<file path="config.mk">
export PLATFORM = sky130hd
export DESIGN_NAME = mem_access_ctrl
export DESIGN_NICKNAME = d
export VERILOG_FILES = /design/src/rtl/mem_access_ctrl.sv
export SDC_FILE = /design/constraint.sdc
export NUM_CORES = 1
export LEC_CHECK = 0
export CORE_ASPECT_RATIO = 0.7
export CORE_MARGIN = 4
export CORE_UTILIZATION = 42
export CTS_BUF_LIST = sky130_fd_sc_hd__clkbuf_16
export DETAILED_ROUTE_END_ITERATION = 16
export HOLD_SLACK_MARGIN = 0.03
export PLACE_DENSITY = 0.76
export SYNTH_ARGS = -nofsm -noshare
export SYNTH_HDL_FRONTEND = slang
export SYNTH_SLANG_ARGS = --single-unit
</file>
<file path="constraint.sdc">
create_clock -name clk -period 2.2 [get_ports clk]
set_clock_uncertainty 0.15 [all_clocks]
set_input_delay 0.22 -clock clk [delete_from_list [all_inputs] [get_ports clk]]
set_output_delay 0.22 -clock clk [all_outputs]
set_load 0.02 [all_outputs]
</file>
<file path="src/rtl/mem_access_ctrl.sv">
// mem_access_ctrl
//   Sequences one word access at a time between the processor control FSM and a
//   byte-addressed, level-sensitive unified instruction/data memory. A request
//   is bounds/alignment checked, the address is presented for one strobe-free
//   settle cycle, then exactly one strobe is held for WAIT_CYCLES cycles. Read
//   data is captured into the Instruction Register or Memory Data Register.
//   Faulting requests never reach the memory.
//
// Ports
//   clk, rst_n         clock, asynchronous active-low reset
//   req_valid/ready    request handshake (ready only when idle)
//   req_we             1 = store word, 0 = read word
//   req_is_instr       read target: 1 = IR, 0 = MDR
//   req_addr/wdata     byte address and store data
//   rsp_valid/err      one-cycle completion pulse, err marks a faulted access
//   ir_out, mdr_out    Instruction Register, Memory Data Register
//   mem_read/write     memory strobes (never both high)
//   mem_addr/wdata     memory address and write data
//   mem_rdata          combinational memory read data
module mem_access_ctrl #(
    parameter int unsigned ADDR_W      = 32,
    parameter int unsigned DATA_W      = 32,
    parameter int unsigned MEM_BYTES   = 1096,
    parameter int unsigned WAIT_CYCLES = 1
) (
    input  logic              clk,
    input  logic              rst_n,
    input  logic              req_valid,
    output logic              req_ready,
    input  logic              req_we,
    input  logic              req_is_instr,
    input  logic [ADDR_W-1:0] req_addr,
    input  logic [DATA_W-1:0] req_wdata,
    output logic              rsp_valid,
    output logic              rsp_err,
    output logic [DATA_W-1:0] ir_out,
    output logic [DATA_W-1:0] mdr_out,
    output logic              mem_read,
    output logic              mem_write,
    output logic [ADDR_W-1:0] mem_addr,
    output logic [DATA_W-1:0] mem_wdata,
    input  logic [DATA_W-1:0] mem_rdata
);

    typedef enum logic [2:0] {
        S_IDLE,
        S_CHECK,
        S_ERR,
        S_SETUP,
        S_ACCESS,
        S_DONE
    } state_t;

    // Highest legal word address, one bit wider than the address so that
    // addresses close to 2^ADDR_W cannot wrap into range.
    localparam logic [ADDR_W:0] LAST_WORD = (ADDR_W+1)'(MEM_BYTES - 4);
    localparam logic [3:0]      CNT_LOAD  = 4'(WAIT_CYCLES - 1);

    state_t              state_q, state_d;
    logic                we_q, we_d;
    logic                is_instr_q, is_instr_d;
    logic [ADDR_W-1:0]   addr_q, addr_d;
    logic [DATA_W-1:0]   wdata_q, wdata_d;
    logic [3:0]          cnt_q, cnt_d;
    logic                ready_q, ready_d;
    logic                rsp_valid_q, rsp_valid_d;
    logic                rsp_err_q, rsp_err_d;
    logic [DATA_W-1:0]   ir_q, ir_d;
    logic [DATA_W-1:0]   mdr_q, mdr_d;
    logic                mem_read_q, mem_read_d;
    logic                mem_write_q, mem_write_d;
    logic [ADDR_W-1:0]   mem_addr_q, mem_addr_d;
    logic [DATA_W-1:0]   mem_wdata_q, mem_wdata_d;
    logic                fault;

    assign fault = (addr_q[1:0] != 2'b00) || ({1'b0, addr_q} > LAST_WORD);

    always_comb begin
        state_d     = state_q;
        we_d        = we_q;
        is_instr_d  = is_instr_q;
        addr_d      = addr_q;
        wdata_d     = wdata_q;
        cnt_d       = cnt_q;
        ready_d     = 1'b0;
        rsp_valid_d = 1'b0;
        rsp_err_d   = 1'b0;
        ir_d        = ir_q;
        mdr_d       = mdr_q;
        mem_read_d  = 1'b0;
        mem_write_d = 1'b0;
        mem_addr_d  = mem_addr_q;
        mem_wdata_d = mem_wdata_q;

        case (state_q)
            S_IDLE: begin
                // ready_q is still 0 on the first cycle out of reset, so no
                // request can be taken before req_ready is visible.
                ready_d = 1'b1;
                if (req_valid && ready_q) begin
                    we_d       = req_we;
                    is_instr_d = req_is_instr;
                    addr_d     = req_addr;
                    wdata_d    = req_wdata;
                    ready_d    = 1'b0;
                    state_d    = S_CHECK;
                end
            end
            S_CHECK: begin
                if (fault) begin
                    rsp_valid_d = 1'b1;
                    rsp_err_d   = 1'b1;
                    state_d     = S_ERR;
                end else begin
                    mem_addr_d  = addr_q;
                    mem_wdata_d = wdata_q;
                    state_d     = S_SETUP;
                end
            end
            S_SETUP: begin
                mem_read_d  = !we_q;
                mem_write_d = we_q;
                cnt_d       = CNT_LOAD;
                state_d     = S_ACCESS;
            end
            S_ACCESS: begin
                if (cnt_q == 4'd0) begin
                    if (!we_q) begin
                        if (is_instr_q) begin
                            ir_d = mem_rdata;
                        end else begin
                            mdr_d = mem_rdata;
                        end
                    end
                    rsp_valid_d = 1'b1;
                    state_d     = S_DONE;
                end else begin
                    cnt_d       = cnt_q - 4'd1;
                    mem_read_d  = !we_q;
                    mem_write_d = we_q;
                end
            end
            S_DONE, S_ERR: begin
                ready_d = 1'b1;
                state_d = S_IDLE;
            end
            default: begin
                state_d = S_IDLE;
            end
        endcase
    end

    always_ff @(posedge clk or negedge rst_n) begin
        if (!rst_n) begin
            state_q     <= S_IDLE;
            we_q        <= 1'b0;
            is_instr_q  <= 1'b0;
            addr_q      <= '0;
            wdata_q     <= '0;
            cnt_q       <= '0;
            ready_q     <= 1'b0;
            rsp_valid_q <= 1'b0;
            rsp_err_q   <= 1'b0;
            ir_q        <= '0;
            mdr_q       <= '0;
            mem_read_q  <= 1'b0;
            mem_write_q <= 1'b0;
            mem_addr_q  <= '0;
            mem_wdata_q <= '0;
        end else begin
            state_q     <= state_d;
            we_q        <= we_d;
            is_instr_q  <= is_instr_d;
            addr_q      <= addr_d;
            wdata_q     <= wdata_d;
            cnt_q       <= cnt_d;
            ready_q     <= ready_d;
            rsp_valid_q <= rsp_valid_d;
            rsp_err_q   <= rsp_err_d;
            ir_q        <= ir_d;
            mdr_q       <= mdr_d;
            mem_read_q  <= mem_read_d;
            mem_write_q <= mem_write_d;
            mem_addr_q  <= mem_addr_d;
            mem_wdata_q <= mem_wdata_d;
        end
    end

    assign req_ready = ready_q;
    assign rsp_valid = rsp_valid_q;
    assign rsp_err   = rsp_err_q;
    assign ir_out    = ir_q;
    assign mdr_out   = mdr_q;
    assign mem_read  = mem_read_q;
    assign mem_write = mem_write_q;
    assign mem_addr  = mem_addr_q;
    assign mem_wdata = mem_wdata_q;

endmodule

</file>
# Yosys cells after proc, flatten, opt, wreduce, memory -nomap -nowiden
# Cells that the tools add are included.
dict set report classes {
  muxes 16
  eq_ne 8
  order_cmp 1
  n_bitwise 3
  add_sub_neg 1
  reduce_logical 14
}
# cell n
set ops {}
lappend ops {{$gt A32 B11 Y1 const B} 1}
lappend ops {{$pmux W3 S4} 1}
lappend ops {{$pmux W1 S2} 4}
lappend ops {{$pmux W4 S2} 1}
lappend ops {{$reduce_and A2 Y1} 4}
lappend ops {{$reduce_and A4 Y1} 2}
lappend ops {{$mux W1} 7}
lappend ops {{$eq A3 B2 Y1 const B} 2}
lappend ops {{$eq A3 B3 Y1 const B} 2}
lappend ops {{$mux W3} 2}
lappend ops {{$ne A2 B2 Y1 const B} 3}
lappend ops {{$logic_not A4 Y1} 1}
lappend ops {{$mux W4} 1}
lappend ops {{$reduce_bool A2 Y1} 2}
lappend ops {{$sub A4 B1 Y4 const B} 1}
lappend ops {{$eq A3 B1 Y1 const B} 1}
lappend ops {{$logic_not A3 Y1} 1}
lappend ops {{$not A1 Y1} 3}
lappend ops {{$reduce_or A2 Y1} 1}
lappend ops {{$logic_and A1 B1 Y1} 1}
lappend ops {{$logic_not A1 Y1} 1}
lappend ops {{$logic_or A1 B1 Y1} 1}
dict set report totals {
  in_bits 101
  out_inout_bits 133
  regBits 206
  wordCells 58
}

# Longest topological paths before layout
dict set report depth {
  depth_word 4
  ltp_mapped 8
}

# Least setup slack after synthesis
# OpenSTA, ideal clock, no wires.
dict set report synth_path {
  path_type {register -> register}
  from {register cnt_q[0]}
  to {register mdr_q[10] (netlist: mdr_out[10])}
  setup_ns 0.125
  n_path_buf 2
  arrival_ns 1.897
  slack_ns 0.028
  path_stages_with_launch 8
  cell_sequence {dfrtp_1 > inv_1 > ha_1 > or3b_1 > clkbuf_1 > nor4_4 > buf_6 > mux2_2}
}
dict set report synth_between {
  elab_chain_len 2
}
# item line
set synth_rtl {}
lappend synth_rtl {{from (decl)} 64} ;# logic [3:0] cnt_q, cnt_d;
lappend synth_rtl {{from (signal assigned)} 176} ;# cnt_q <= cnt_d;
lappend synth_rtl {{$logic_not A4 Y1} 127} ;# if (cnt_q == 4'd0) begin
lappend synth_rtl {{$reduce_and A4 Y1 (no source line)} -}
lappend synth_rtl {{to (signal assigned)} 181} ;# mdr_q <= mdr_d;
lappend synth_rtl {{to (decl)} 69} ;# logic [DATA_W-1:0] mdr_q, mdr_d;
# No other way between the ends.
# A chain may end at the register's enable or synchronous reset.

# Worst setup path after layout
dict set report layout_path {
  from {register cnt_q[0]}
  to {register mdr_q[15] (netlist: mdr_out[15])}
}
# The elaborated chain is that of the path after synthesis.

==> metrics <==
Seq cells post-synth 206; Clock Path Buffers 3; Slew @ Worst Pin 515.0 ps; wire length per cell about 19 µm; total wire length between 15 and 20 mm; Seq/Total Area, Yosys between 60% and 70%; Min Hold Slack 124.9 ps; ant diodes 0; Async SR Flop Fraction between 90% and 100%; largest net degree at the start of global routing 70; drt drc 0; maximum vdd drop 0.9119 mV; Setup violations, final 13; fraction of layout cells with a size suffix above 1 approximately a third; Crit path arrival time around 2400 ps; synthesized area a little under 8000 µm²; CTS tree done; most frequent cells after synthesis dfrtp_1, mux2_2, nor2b_1; fmax 0.4521 GHz; die width 169.7 µm; # IOs between 200 and 250; Slew headroom 65.66%; post-DP HPWL 13.06 mm; syn_nets approximately 580; biggest area consumer among synthesized cells dfrtp_1; static leakage about 5.0 nW; CTS sink count 206; min cycle time layout approximately 2200 ps; Tcrit/Tclk final 100.5%; GPL Wtd Cong ~0.81; H-tree depth 1; dpl cells about 940; Setup crit end kind flop; Max-Cap Viols 0; FF-to-FF setup slack -10 ps; Critical Path Source Type flop; status finished with violations; Final WS setup -11.90 ps; Post-Syn Instances ~470; via/cell ratio approximately 4.9; Worst-Skew Late Latency slightly below 500 ps; initial DRC count roughly 230; Post-synth EDFFs 0; Post-synth top flop dfrtp_1; non-filler cells, final 981; Row Count 41; cell depth of the worst flop-to-flop path 7; top-count cell post-synth dfrtp_1; average size of a mapped cell ~16 µm²; IO Port Bufs between 200 and 250; Filler Cell Count 1246; WP data required 2400 ps; Area Growth Syn to Fin 48.33%; Core Region between 15000 and 20000 µm²; critical path fanouts, max 8; Final Cell Area approximately 11000 µm²; Area contributors post-synth dfrtp_1, mux2_2, nor2b_1; clock root buffer master clkbuf_16; initial antenna violation count 0; die height around 120 µm; DIE AREA 20570 µm²; min-delay worst type in -> async; Placed Instance Area around 10000 µm²; Fin Setup TNS -69.85 ps; RSZ-0062 raised after global routing true; synth unique cells 30; Cell Pwr Density around 1300 nW/µm²; failing checks negative setup slack; Starting Density 42.70%; Hold Fails Final Rpt 0; routed vias just under 5000; Global Route Usage Sum roughly 17%; Syn. warnings 0; vias in the first global route between 5000 and 6000; 1st-pass router iterations 4; Setup CP Type reg -> reg; Reg clk slew, reported paths roughly 60 ps; post-synth top area share roughly two thirds; Antenna Violating Nets Remaining 0; cts bufs inserted 21; layout net count roughly 830; global-route wire length before repair between 20 and 30 mm; grt total ovfl 0; Slew Viols, Final 0
-- timing repair --
item,4_1_cts,5_1_grt
resized for setup,0,36
hold buffers,1,0
endpoints found under the setup margin,0,124
setup buffers,0,2
hold endpoints to repair,118,0
-- flip-flops by register name (all words and copies together) (netlist names) --
name / flops
addr_q: 32
cnt_q: 4
ir_out: 32
is_instr_q: 1
mdr_out: 32
mem_addr: 32
mem_read: 1
mem_wdata: 32
mem_write: 1
req_ready: 1
rsp_err: 1
rsp_valid: 1
state_q: 3
wdata_q: 32
we_q: 1
-- routing by layer --
| layer | vias to the layer above | wire, µm | track usage (%) |
|---|---|---|---|
| li1 | 2170 | - | - |
| met1 | 2459 | 7931 | 22.68 |
| met2 | 198 | 8492 | 27.03 |
| met3 | 23 | 2008 | 7.392 |
| met4 | 0 | 298 | 3.167 |
| met5 | - | 0 | 0 |
-- metrics by stage --
stage	setup WS, ps	power [W]	util [%]
after CTS	11.32	0.01427	62.14
after detailed placement	26.53	0.01033	57.88
final	-11.90	0.01432	63.34
after global placement	43.12	0.01010	57.88
after global routing	-64.71	0.01505	63.34
after floorplan	27.77	0.008199	-
-- power by group --
part	total (W)	switching, W	internal (W)
combinational	0.00459	0.00192	0.00267
sequential	0.00586	0.000789	0.00507
clock	0.00387	0.00143	0.00244
total	0.0143	0.00414	0.0102
-- layout by cell type (no fill, tap or decap), drive strengths merged --
cell type        n
or3              1
nor2b           23
nand3b           2
nor2             8
clkinv           8
clkbuf          24
clkinvlp         2
or2              1
a21boi           2
nand3            3
a21oi            1
o22ai            1
ha               2
buf             20
dfrtp          206
bufinv           6
o31ai            2
mux2           171
nor3             4
clkdlybuf4s50  232
nand2            5
nand4            3
dlygate4sd3      1
xor2             2
o21ai            2
or3b             2
nor4             8
inv              3
-- final cells by class --
class / instances / area, µm² / area share [%]
Clock buffer: 21 / 525.5 / 4.608
Clock inverter: 16 / 231.5 / 2.030
Inverter: 3 / 11.26 / 0.09874
Multi-Input combinational cell: 243 / 2525 / 22.14
Sequential cell: 206 / 5155 / 45.20
Tap cell: 236 / 295.3 / 2.589
Timing Repair Buffer: 256 / 2661 / 23.34
-- worst paths after layout --
check,from,end
hold / removal,rst_n,mem_wdata[16]$_DFFE_PN0P_
hold reg to reg,wdata_q[8]$_DFFE_PN0P_,wdata_q[8]$_DFFE_PN0P_
min in group clk,req_addr[1],addr_q[1]$_DFFE_PN0P_
max in group asynchronous,rst_n,ir_out[8]$_DFFE_PN0P_
setup reg to reg,cnt_q[0]$_DFFE_PN0P_,mdr_out[15]$_DFFE_PN0P_
setup / recovery,cnt_q[0]$_DFFE_PN0P_,mdr_out[15]$_DFFE_PN0P_
-- worst max-delay path: stages, from the launching register on --
cell and delay [ps]:
dfrtp_1 420, inv_2 100, ha_4 110, or3b_4 400, nor4_4 240, buf_6 180
clkbuf_16 180, mux2_4 310
-- kinds of logic after synthesis --
group           after synthesis  synth area share [%]
flops                       206                 67.05
mux                         171                 25.04
simple gates                 60                 4.752
buf+inv                      25                 1.936
compound gates                8                0.6671
xor+xnor                      2                0.2279
fa+ha+maj                     2                0.3254
(Power assumes the default switching activity.)
